File: src/rtl/vga_window_scaler.sv
// VGA timing generator with a windowed frame-buffer reader, optional 2x pixel/line
// replication and a border colour; all VGA outputs are aligned three clocks after the counters.
module vga_window_scaler #(
    parameter int H_RES     = 640,
    parameter int H_FP      = 16,
    parameter int H_SYNC    = 96,
    parameter int H_BP      = 48,
    parameter int V_RES     = 480,
    parameter int V_FP      = 10,
    parameter int V_SYNC    = 2,
    parameter int V_BP      = 33,
    parameter int WIN_X     = 160,
    parameter int WIN_Y     = 120,
    parameter int WIN_W     = 320,
    parameter int WIN_H     = 240,
    parameter int SCALE     = 1,
    parameter int ADDR_W    = 17,
    parameter bit HSYNC_POL = 1'b0,
    parameter bit VSYNC_POL = 1'b0
) (
    input  logic              clk25,
    input  logic              rst,
    input  logic [15:0]       frame_pixel,
    input  logic [11:0]       border_color,
    output logic [ADDR_W-1:0] frame_addr,
    output logic [3:0]        vga_red,
    output logic [3:0]        vga_green,
    output logic [3:0]        vga_blue,
    output logic              vga_hsync,
    output logic              vga_vsync,
    output logic [9:0]        hcnt,
    output logic [9:0]        vcnt,
    output logic              frame_start
);

    localparam int H_TOT = H_RES + H_FP + H_SYNC + H_BP;
    localparam int V_TOT = V_RES + V_FP + V_SYNC + V_BP;
    localparam int HW    = $clog2(H_TOT + 1);
    localparam int VW    = $clog2(V_TOT + 1);
    localparam int X_END_I = (WIN_X + WIN_W * SCALE < H_RES) ? WIN_X + WIN_W * SCALE : H_RES;
    localparam int Y_END_I = (WIN_Y + WIN_H * SCALE < V_RES) ? WIN_Y + WIN_H * SCALE : V_RES;

    localparam logic [HW-1:0] H_ZERO = HW'(0);
    localparam logic [HW-1:0] H_ONE  = HW'(1);
    localparam logic [HW-1:0] H_LAST = HW'(H_TOT - 1);
    localparam logic [HW-1:0] H_ACT  = HW'(H_RES);
    localparam logic [HW-1:0] X_BEG  = HW'(WIN_X);
    localparam logic [HW-1:0] X_END  = HW'(X_END_I);
    localparam logic [HW-1:0] HS_BEG = HW'(H_RES + H_FP);
    localparam logic [HW-1:0] HS_END = HW'(H_RES + H_FP + H_SYNC);
    localparam logic [VW-1:0] V_ZERO = VW'(0);
    localparam logic [VW-1:0] V_ONE  = VW'(1);
    localparam logic [VW-1:0] V_LAST = VW'(V_TOT - 1);
    localparam logic [VW-1:0] V_ACT  = VW'(V_RES);
    localparam logic [VW-1:0] Y_BEG  = VW'(WIN_Y);
    localparam logic [VW-1:0] Y_END  = VW'(Y_END_I);
    localparam logic [VW-1:0] VS_BEG = VW'(V_RES + V_FP);
    localparam logic [VW-1:0] VS_END = VW'(V_RES + V_FP + V_SYNC);
    localparam logic          REP_LAST = 1'(SCALE - 1);
    localparam logic [ADDR_W-1:0] LINE_STEP = ADDR_W'(WIN_W);

    logic [HW-1:0]     h_r, h_nxt_s;
    logic [VW-1:0]     v_r, v_nxt_s;
    logic              run_r, frame_start_r;
    logic [9:0]        sx_r, sy_r;
    logic              col_rep_r, line_rep_r;
    logic [ADDR_W-1:0] line_base_r;
    logic              in_act_s, win_row_s, win_s, hs_on_s, vs_on_s, line_end_s, frame_end_s;
    logic              win1_r, act1_r, hs1_r, vs1_r;
    logic              win2_r, act2_r, hs2_r, vs2_r;

    assign frame_start = frame_start_r;

    // Next raster position
    always_comb begin
        h_nxt_s = h_r;
        v_nxt_s = v_r;
        if (h_r == H_LAST) begin
            h_nxt_s = H_ZERO;
            v_nxt_s = (v_r == V_LAST) ? V_ZERO : v_r + V_ONE;
        end else begin
            h_nxt_s = h_r + H_ONE;
            v_nxt_s = v_r;
        end
    end

    // Region decode for the current raster position; run_r masks the post-reset priming cycle
    always_comb begin
        in_act_s    = run_r && (h_r < H_ACT) && (v_r < V_ACT);
        win_row_s   = (v_r >= Y_BEG) && (v_r < Y_END);
        win_s       = run_r && win_row_s && (h_r >= X_BEG) && (h_r < X_END);
        hs_on_s     = run_r && (h_r >= HS_BEG) && (h_r < HS_END);
        vs_on_s     = run_r && (v_r >= VS_BEG) && (v_r < VS_END);
        line_end_s  = run_r && win_row_s && (h_r == H_LAST);
        frame_end_s = run_r && (h_r == H_LAST) && (v_r == V_LAST);
    end

    // Raster counters; the first clock after reset parks at (0,0) to raise frame_start
    always_ff @(posedge clk25) begin
        if (rst) begin
            h_r           <= H_ZERO;
            v_r           <= V_ZERO;
            run_r         <= 1'b0;
            frame_start_r <= 1'b0;
        end else if (!run_r) begin
            run_r         <= 1'b1;
            frame_start_r <= 1'b1;
        end else begin
            h_r           <= h_nxt_s;
            v_r           <= v_nxt_s;
            frame_start_r <= (h_nxt_s == H_ZERO) && (v_nxt_s == V_ZERO);
        end
    end

    // Source coordinates and line base, stepped by the replication counters
    always_ff @(posedge clk25) begin
        if (rst) begin
            sx_r        <= 10'd0;
            col_rep_r   <= 1'b0;
            sy_r        <= 10'd0;
            line_rep_r  <= 1'b0;
            line_base_r <= '0;
        end else begin
            if (win_s) begin
                if (col_rep_r == REP_LAST) begin
                    col_rep_r <= 1'b0;
                    sx_r      <= sx_r + 10'd1;
                end else begin
                    col_rep_r <= col_rep_r + 1'b1;
                end
            end else begin
                col_rep_r <= 1'b0;
                sx_r      <= 10'd0;
            end
            if (frame_end_s) begin
                line_rep_r  <= 1'b0;
                sy_r        <= 10'd0;
                line_base_r <= '0;
            end else if (line_end_s) begin
                if (line_rep_r == REP_LAST) begin
                    line_rep_r  <= 1'b0;
                    sy_r        <= sy_r + 10'd1;
                    line_base_r <= line_base_r + LINE_STEP;
                end else begin
                    line_rep_r <= line_rep_r + 1'b1;
                end
            end
        end
    end

    // Stage 1: buffer address and source coordinates, with the matching flags
    always_ff @(posedge clk25) begin
        if (rst) begin
            frame_addr <= '0;
            hcnt       <= 10'd0;
            vcnt       <= 10'd0;
            win1_r     <= 1'b0;
            act1_r     <= 1'b0;
            hs1_r      <= ~HSYNC_POL;
            vs1_r      <= ~VSYNC_POL;
        end else begin
            frame_addr <= win_s ? line_base_r + ADDR_W'(sx_r) : '0;
            hcnt       <= win_s ? sx_r : 10'd0;
            vcnt       <= win_s ? sy_r : 10'd0;
            win1_r     <= win_s;
            act1_r     <= in_act_s;
            hs1_r      <= hs_on_s ? HSYNC_POL : ~HSYNC_POL;
            vs1_r      <= vs_on_s ? VSYNC_POL : ~VSYNC_POL;
        end
    end

    // Stage 2: flags wait while the buffer returns the pixel
    always_ff @(posedge clk25) begin
        if (rst) begin
            win2_r <= 1'b0;
            act2_r <= 1'b0;
            hs2_r  <= ~HSYNC_POL;
            vs2_r  <= ~VSYNC_POL;
        end else begin
            win2_r <= win1_r;
            act2_r <= act1_r;
            hs2_r  <= hs1_r;
            vs2_r  <= vs1_r;
        end
    end

    // Stage 3: colour select and sync outputs
    always_ff @(posedge clk25) begin
        if (rst) begin
            {vga_red, vga_green, vga_blue} <= 12'h000;
            vga_hsync <= ~HSYNC_POL;
            vga_vsync <= ~VSYNC_POL;
        end else begin
            if (win2_r) begin
                {vga_red, vga_green, vga_blue} <= {frame_pixel[15:12], frame_pixel[10:7], frame_pixel[4:1]};
            end else if (act2_r) begin
                {vga_red, vga_green, vga_blue} <= border_color;
            end else begin
                {vga_red, vga_green, vga_blue} <= 12'h000;
            end
            vga_hsync <= hs2_r;
            vga_vsync <= vs2_r;
        end
    end

endmodule

File: config.mk
export PLATFORM = sky130hd
export DESIGN_NAME = vga_window_scaler
export DESIGN_NICKNAME = d
export VERILOG_FILES = /design/src/rtl/vga_window_scaler.sv
export SDC_FILE = /design/constraint.sdc
export NUM_CORES = 1
export LEC_CHECK = 0
export BUFFER_PORTS_ARGS = -buffer_cell sky130_fd_sc_hd__buf_2
export CAP_MARGIN = 30
export CELL_PAD_IN_SITES_DETAIL_PLACEMENT = 0
export CELL_PAD_IN_SITES_GLOBAL_PLACEMENT = 1
export CORE_MARGIN = 3
export CORE_UTILIZATION = 45
export CTS_CLUSTER_DIAMETER = 200
export DETAILED_ROUTE_END_ITERATION = 10
export PLACE_DENSITY_LB_ADDON = 0.3
export SETUP_SLACK_MARGIN = 0.15
export SLEW_MARGIN = 15
export SYNTH_ARGS = -nofsm -noshare
export SYNTH_HDL_FRONTEND = slang
export SYNTH_SLANG_ARGS = --single-unit
File: constraint.sdc
create_clock -name clk25 -period 6.2 [get_ports clk25]
set_input_delay 1.24 -clock clk25 [delete_from_list [all_inputs] [get_ports clk25]]
set_output_delay 1.24 -clock clk25 [all_outputs]
set_load 0.01 [all_outputs]
==> results of run 1 <==
## kinds of logic after synthesis
family | count (synthesis) | share of synthesized area [%]
flops | 107 | 46.5
mux | 5 | 1.09
other cells | 1 | 0.0815
buf+inv | 53 | 5.22
simple gates | 224 | 25.1
compound gates | 85 | 11.5
fa+ha+maj | 12 | 3.42
xor+xnor | 37 | 7.04
## sequential cells by signal, summed over array words and instances, names as in the netlist, 4 cells and up
| signal | cells |
|---|---|
| h_r | 10 |
| vga_blue | 4 |
| v_r | 10 |
| sx_r | 10 |
| frame_addr | 17 |
| vcnt | 10 |
| vga_red | 4 |
| hcnt | 4 |
| sy_r | 10 |
| line_base_r | 11 |
| vga_green | 4 |
## layer usage
metal	GRT usage, %	wire length (um)	vias up
met4	3.84	87	0
met2	27.5	4250	75
met5	0	0	-
li1	-	-	1881
met1	21.5	4270	1675
met3	3.43	389	11
## worst min path at each step
| stage | startpoint | to | slack (ns) | cells after the start |
|---|---|---|---|---|
| floorplan | hs1_r | hs2_r | 0.39 | 1 |
| global placement | vs1_r | vs2_r | 0.39 | 1 |
| detailed placement | hs1_r | hs2_r | 0.40 | 1 |
| CTS | hs1_r | hs2_r | 0.43 | 1 |
| global route | hs1_r | hs2_r | 0.45 | 1 |
| finish | hs1_r | hs2_r | 0.42 | 1 |
## cell usage in the layout (no fill, tap or decap), types with 6 or more instances in the layout
cell type	instances
dfxtp_1	107
buf_2	77
nor2_1	74
nand2_1	33
a21oi_1	29
o21ai_0	24
and2_1	23
xnor2_1	20
xor2_1	17
inv_1	14
nand4_1	14
nand3_1	13
nor3_1	12
or3_1	12
a22oi_1	11
ha_1	11
nor2b_1	9
clkbuf_8	9
and3_1	6
## metrics by stage
step	setup WS, ns	hold slack, ns
global placement	3.14	0.392
CTS	3.12	0.432
global route	2.82	0.452
finish	3.14	0.423
detailed placement	3.14	0.398
floorplan	3.96	0.389
## cell type report
cell class / count / area [sq um] / area share, %
repair buffers: 79 / 400 / 7.72
clock inverters: 7 / 81.3 / 1.57
flip-flops and latches: 107 / 2140 / 41.3
well taps: 133 / 166 / 3.21
multi-input cells: 364 / 2220 / 42.8
clock buffers: 9 / 124 / 2.39
inverters: 14 / 52.6 / 1.01
## power by group
group	total, mW	internal [mW]	switching [mW]
Sequential	0.696	0.691	0.00480
Combinational	0.0263	0.0118	0.0144
Clock	0.440	0.194	0.246
Total	1.16	0.897	0.265
==> results.yml, run 1 <==
finish:
  area_growth_pct: 12.7
  layout-drive-gt1-share_pct: 18.4
  antenna_cells: 0
  post-route-util_pct: 52.6
  final_design_area_no_fill_sq_um: 5190
  fin_cells: 713
  fill_cells: 928
  fin_nets: 617
cts:
  clock_path_buffers: 2
  cts.htree.levels: 3
  clk_latency_ns: 0.37
  postCtsSetupRepairBufs: 0
  cts_tree: "yes"
  clkSinkCount: 107
  clockRootBuffer: "clkbuf_8"
  clk_pin_slew_ns: 0.10
  numCtsBuffers: 9
  cts_resized: 0
  ctsHoldBuffers: 0
detailed_routing:
  route.detailed.drc: 0
  wl_um: 9000
  via_per_inst: 5.11
  firstDrtPassIters: 4
  antenna_left: 0
  wl_per_cell_um: 12.6
  vias: 3642
  drtIter0Drc: 131
worst_setup_path:
  worstSetupPathType: "reg -> reg"
  r2r-end: "sy_r[9]"
  rrSetupSlack_ns: 3.14
  r2r_start: "h_r[0]"
  rr_worst_depth: 7
  crit_path_end: "sy_r[9]"
  path_delay_family: "simple AND/OR/NAND/NOR gates"
  crit_top_cell: "nand4_2"
  cp-end-kind: "flop"
  path_buf_inv: 0
  start_kind: "flop"
  path_cells: "ha_1, nand4_2, nor3_2, and3_1, nand4_2, or3_1, a21oi_1"
  path_depth: 7
  critPathLaunch: "h_r[0]"
  worstPathArrival_ns: 3.37
  required_ns: 6.51
  crit_path_max_incr_delay_ns: 0.77
  cp_slowest_cell: "nor3_2"
  crit_fanout: 13
floorplan:
  initial_core_util_pct: 46.7
  core_sq_um: 9860
  die_x_um: 107
  die-area_sq_um: 11500
  die_height_um: 107
  fp-row-count: 36
  io_pins: 82
worst_hold_path:
  hold_class: "reg -> reg"
logic_synthesis:
  synth_nets: 566
  synth_edf_count: 0
  avgSynthCellArea_sq_um: 8.78
  synth_top_cell_by_area: "dfxtp_1"
  syn_inst: 524
  yosys_register_bits: 107
  synth_top_flop_cell: "dfxtp_1"
  synth_seq_area_share_pct: 46.5
  synth-async-reset-ratio_pct: 0
  synth.area.top_cells: "dfxtp_1 47%, nor2_1 6.0%, xnor2_1 3.8%, xor2_1 3.2%, a21oi_1 3.2%"
  synth_common_cells: "107 x dfxtp_1, 74 x nor2_1, 33 x nand2_1"
  synth_top_cell_area_share_pct: 46.5
  syn_area_sq_um: 4600
  yosys_warnings: 0
  synth_most_common_cell: "dfxtp_1"
  ys_types: 57
power:
  leakagePower_nw: 2.06
  peakVddDrop_v: 0.000128
  pwr_density_cell_nw_per_um2: 224
  total_power_mw: 1.16
timing:
  setup_viol: 0
  min_period_ns: 3.06
  tns_ns: 0
  slew_headroom_pct: 42.9
  fmax_mhz: 327
  rsz0062_at_grt: "false"
  slew_viol_final: 0
  tightest_slew_ns: 0.852
  final_hold_viol_count: 0
  clock_skew_ns: 0.0148
  finalCritPeriodShare_pct: 49.4
outcome:
  outcome: "finished, final reports clean"
placed_design:
  dp.final_hpwl_um: 6250
  dp_cells: 697
  port_buffers: 77
  dpl-instance-area_sq_um: 4980
  gp_congestion: 0.882
job:
  maxCapViolCount: 0
global_routing:
  grt_pass1_vias: 3372
  grt_usage_pct: 16.3
  grt-ovfl-total: 0
  antenna_found_initial: 0
  grt_max_degree: 43
  grt_pass1_wl_um: 15500
Note: power is estimated with default switching activity, not from simulation.
==> inputs of run 2 (changes only) <==
--- a/config.mk
+++ b/config.mk
@@ -10,7 +10,7 @@
 export CELL_PAD_IN_SITES_DETAIL_PLACEMENT = 0
 export CELL_PAD_IN_SITES_GLOBAL_PLACEMENT = 1
 export CORE_MARGIN = 3
-export CORE_UTILIZATION = 45
+export CORE_UTILIZATION = 38
 export CTS_CLUSTER_DIAMETER = 200
 export DETAILED_ROUTE_END_ITERATION = 10
 export PLACE_DENSITY_LB_ADDON = 0.3
==> constraint.sdc (replaced) <==
create_clock -name clk25 -period 2.8 [get_ports clk25]
set_input_delay 0.56 -clock clk25 [delete_from_list [all_inputs] [get_ports clk25]]
set_output_delay 0.56 -clock clk25 [all_outputs]
set_load 0.01 [all_outputs]
==> results.yml, run 2 (synthesized netlist as in run 1, its figures left out) <==
timing:
  rsz0062_at_grt: "false"
  tns_ns: 0
  tightest_slew_ns: 0.679
  finalCritPeriodShare_pct: 85.1
  clock_skew_ns: 0.00399
  slew_headroom_pct: 54.6
  final_hold_viol_count: 0
  slew_viol_final: 0
  fmax_mhz: 420
  whs_ns: 0.414
  setup_ws_ns: 0.416
  setup_viol: 0
  min_period_ns: 2.38
floorplan:
  core_sq_um: 11600
  io_pins: 82
  initial_core_util_pct: 39.6
  die_x_um: 116
  die-area_sq_um: 13500
  die_height_um: 116
  fp-row-count: 39
power:
  power_frac_seq_pct: 51.7
  power_switching_mw: 0.609
  p_comb_share_pct: 2.1
  peakVddDrop_v: 0.000256
  clkPwrFrac_pct: 46.2
  pwr_density_cell_nw_per_um2: 554
  p_sw_share_pct: 20.5
  leakagePower_nw: 2.15
  p_int_mw: 2.37
worst_setup_path:
  worstSetupPathType: "reg -> reg"
  r2r_start: "h_r[0]"
  start_kind: "flop"
  crit_fanout: 8
  path_cells: "ha_1, nand4_2, or3_1, o31ai_2, o2111a_1, nand4_1, o41ai_2"
  critPathLaunch: "h_r[0]"
  crit_path_max_incr_delay_ns: 0.55
  rr_worst_depth: 7
  worstPathArrival_ns: 2.64
  cp_slowest_cell: "or3_1"
  required_ns: 3.06
  cp-end-kind: "flop"
global_routing:
  grt_pass1_wl_um: 15700
  antenna_found_initial: 0
  grt_pass1_vias: 3380
  grt-ovfl-total: 0
  grt_usage_pct: 14.4
  grt_max_degree: 34
placed_design:
  gp_congestion: 0.845
  dp.final_hpwl_um: 6550
  place_ws_ns: 0.405
  port_buffers: 77
cts:
  cts_resized: 0
  cts_tree: "yes"
  clock_path_buffers: 2
  clk_latency_ns: 0.34
  cts.htree.levels: 3
  ctsHoldBuffers: 0
  clk_pin_slew_ns: 0.07
  postCtsSetupRepairBufs: 0
  clkSinkCount: 107
  clockRootBuffer: "clkbuf_16"
  numCtsBuffers: 9
detailed_routing:
  vias: 3629
  drtIter0Drc: 189
  firstDrtPassIters: 4
  via_per_inst: 4.97
  wl_per_cell_um: 12.9
  wl_um: 9410
  route.detailed.drc: 0
  antenna_left: 0
finish:
  final_cell_mix: "107 x dfxtp_1, 77 x buf_2, 74 x nor2_1"
  fill_cells: 1165
  largest_reg_flops: 17
  area_growth_pct: 16.7
  fin_nets: 624
  post-route-util_pct: 46.3
  top_register: "frame_addr"
  antenna_cells: 0
  mostFrequentLayoutCell: "dfxtp_1"
  reg.largest.list: "frame_addr: 17 flops, line_base_r: 11 flops"
  layout-drive-gt1-share_pct: 19.4
job:
  maxCapViolCount: 0
worst_hold_path:
  hold_class: "reg -> reg"
  worstHoldPathCells: 1
  min_from: "hs2_r"
outcome:
  outcome: "finished, final reports clean"
==> run 2: cell count changes in the layout (fill, tap and decap cells not counted), sizes merged <==
cell,previous run,this run
clkbuf,9,10
inv,18,15
bufinv,1,2
buf,79,86
clkinv,2,3
==> run 2: area by class of cell <==
class / instances / area [sq um] / share of cell area [%]
Inverter: 14 / 52.6 / 0.978
Timing Repair Buffer: 86 / 453 / 8.43
Multi-Input combinational cell: 364 / 2220 / 41.3
Clock buffer: 10 / 239 / 4.45
Clock inverter: 6 / 87.6 / 1.63
Tap cell: 143 / 179 / 3.33
Sequential cell: 107 / 2140 / 39.9
==> run 2: worst paths after layout <==
| check | end | slack, ns |
|---|---|---|
| hold reg to reg | vga_hsync | 0.41 |
| setup / recovery | frame_start | 0.42 |
| hold / removal | vga_hsync | 0.41 |
| setup reg to reg | frame_start | 0.42 |
==> run 2: worst max-delay path: cells and delay by family, from the launching register on <==
family	cells	cell delay, ns
adders and majority gates	1	0.22
AOI/OAI and AO/OA	3	0.79
DFF	1	0.40
and+or+nand+nor	3	0.88
==> run 2: per-stage QoR <==
stage          instances  power [mW]  cell area [sq um]
2_1_floorplan        524        1.60               4600
3_3_place_gp         714        1.64               5050
3_5_place_dp         714        1.64               5050
4_1_cts              730        3.02               5370
5_1_grt              730        3.09               5370
6_report             730        2.98               5370
==> run 2: power groups by stage <==
stage                     combinational, mW  clock, mW  sequential, mW
after floorplan                      0.0322          0            1.57
after global placement               0.0631          0            1.57
after detailed placement             0.0647          0            1.57
after CTS                            0.0649       1.42            1.54
after global routing                 0.0721       1.48            1.54
final                                0.0636       1.38            1.54
==> run 2: layer usage <==
metal	up-vias	track usage, %	share of wire [%]
met2	59	22.5	45
met1	1657	19.3	50
met5	-	0	0
met4	0	7.04	2.2
li1	1901	-	-
met3	12	2.61	3.2
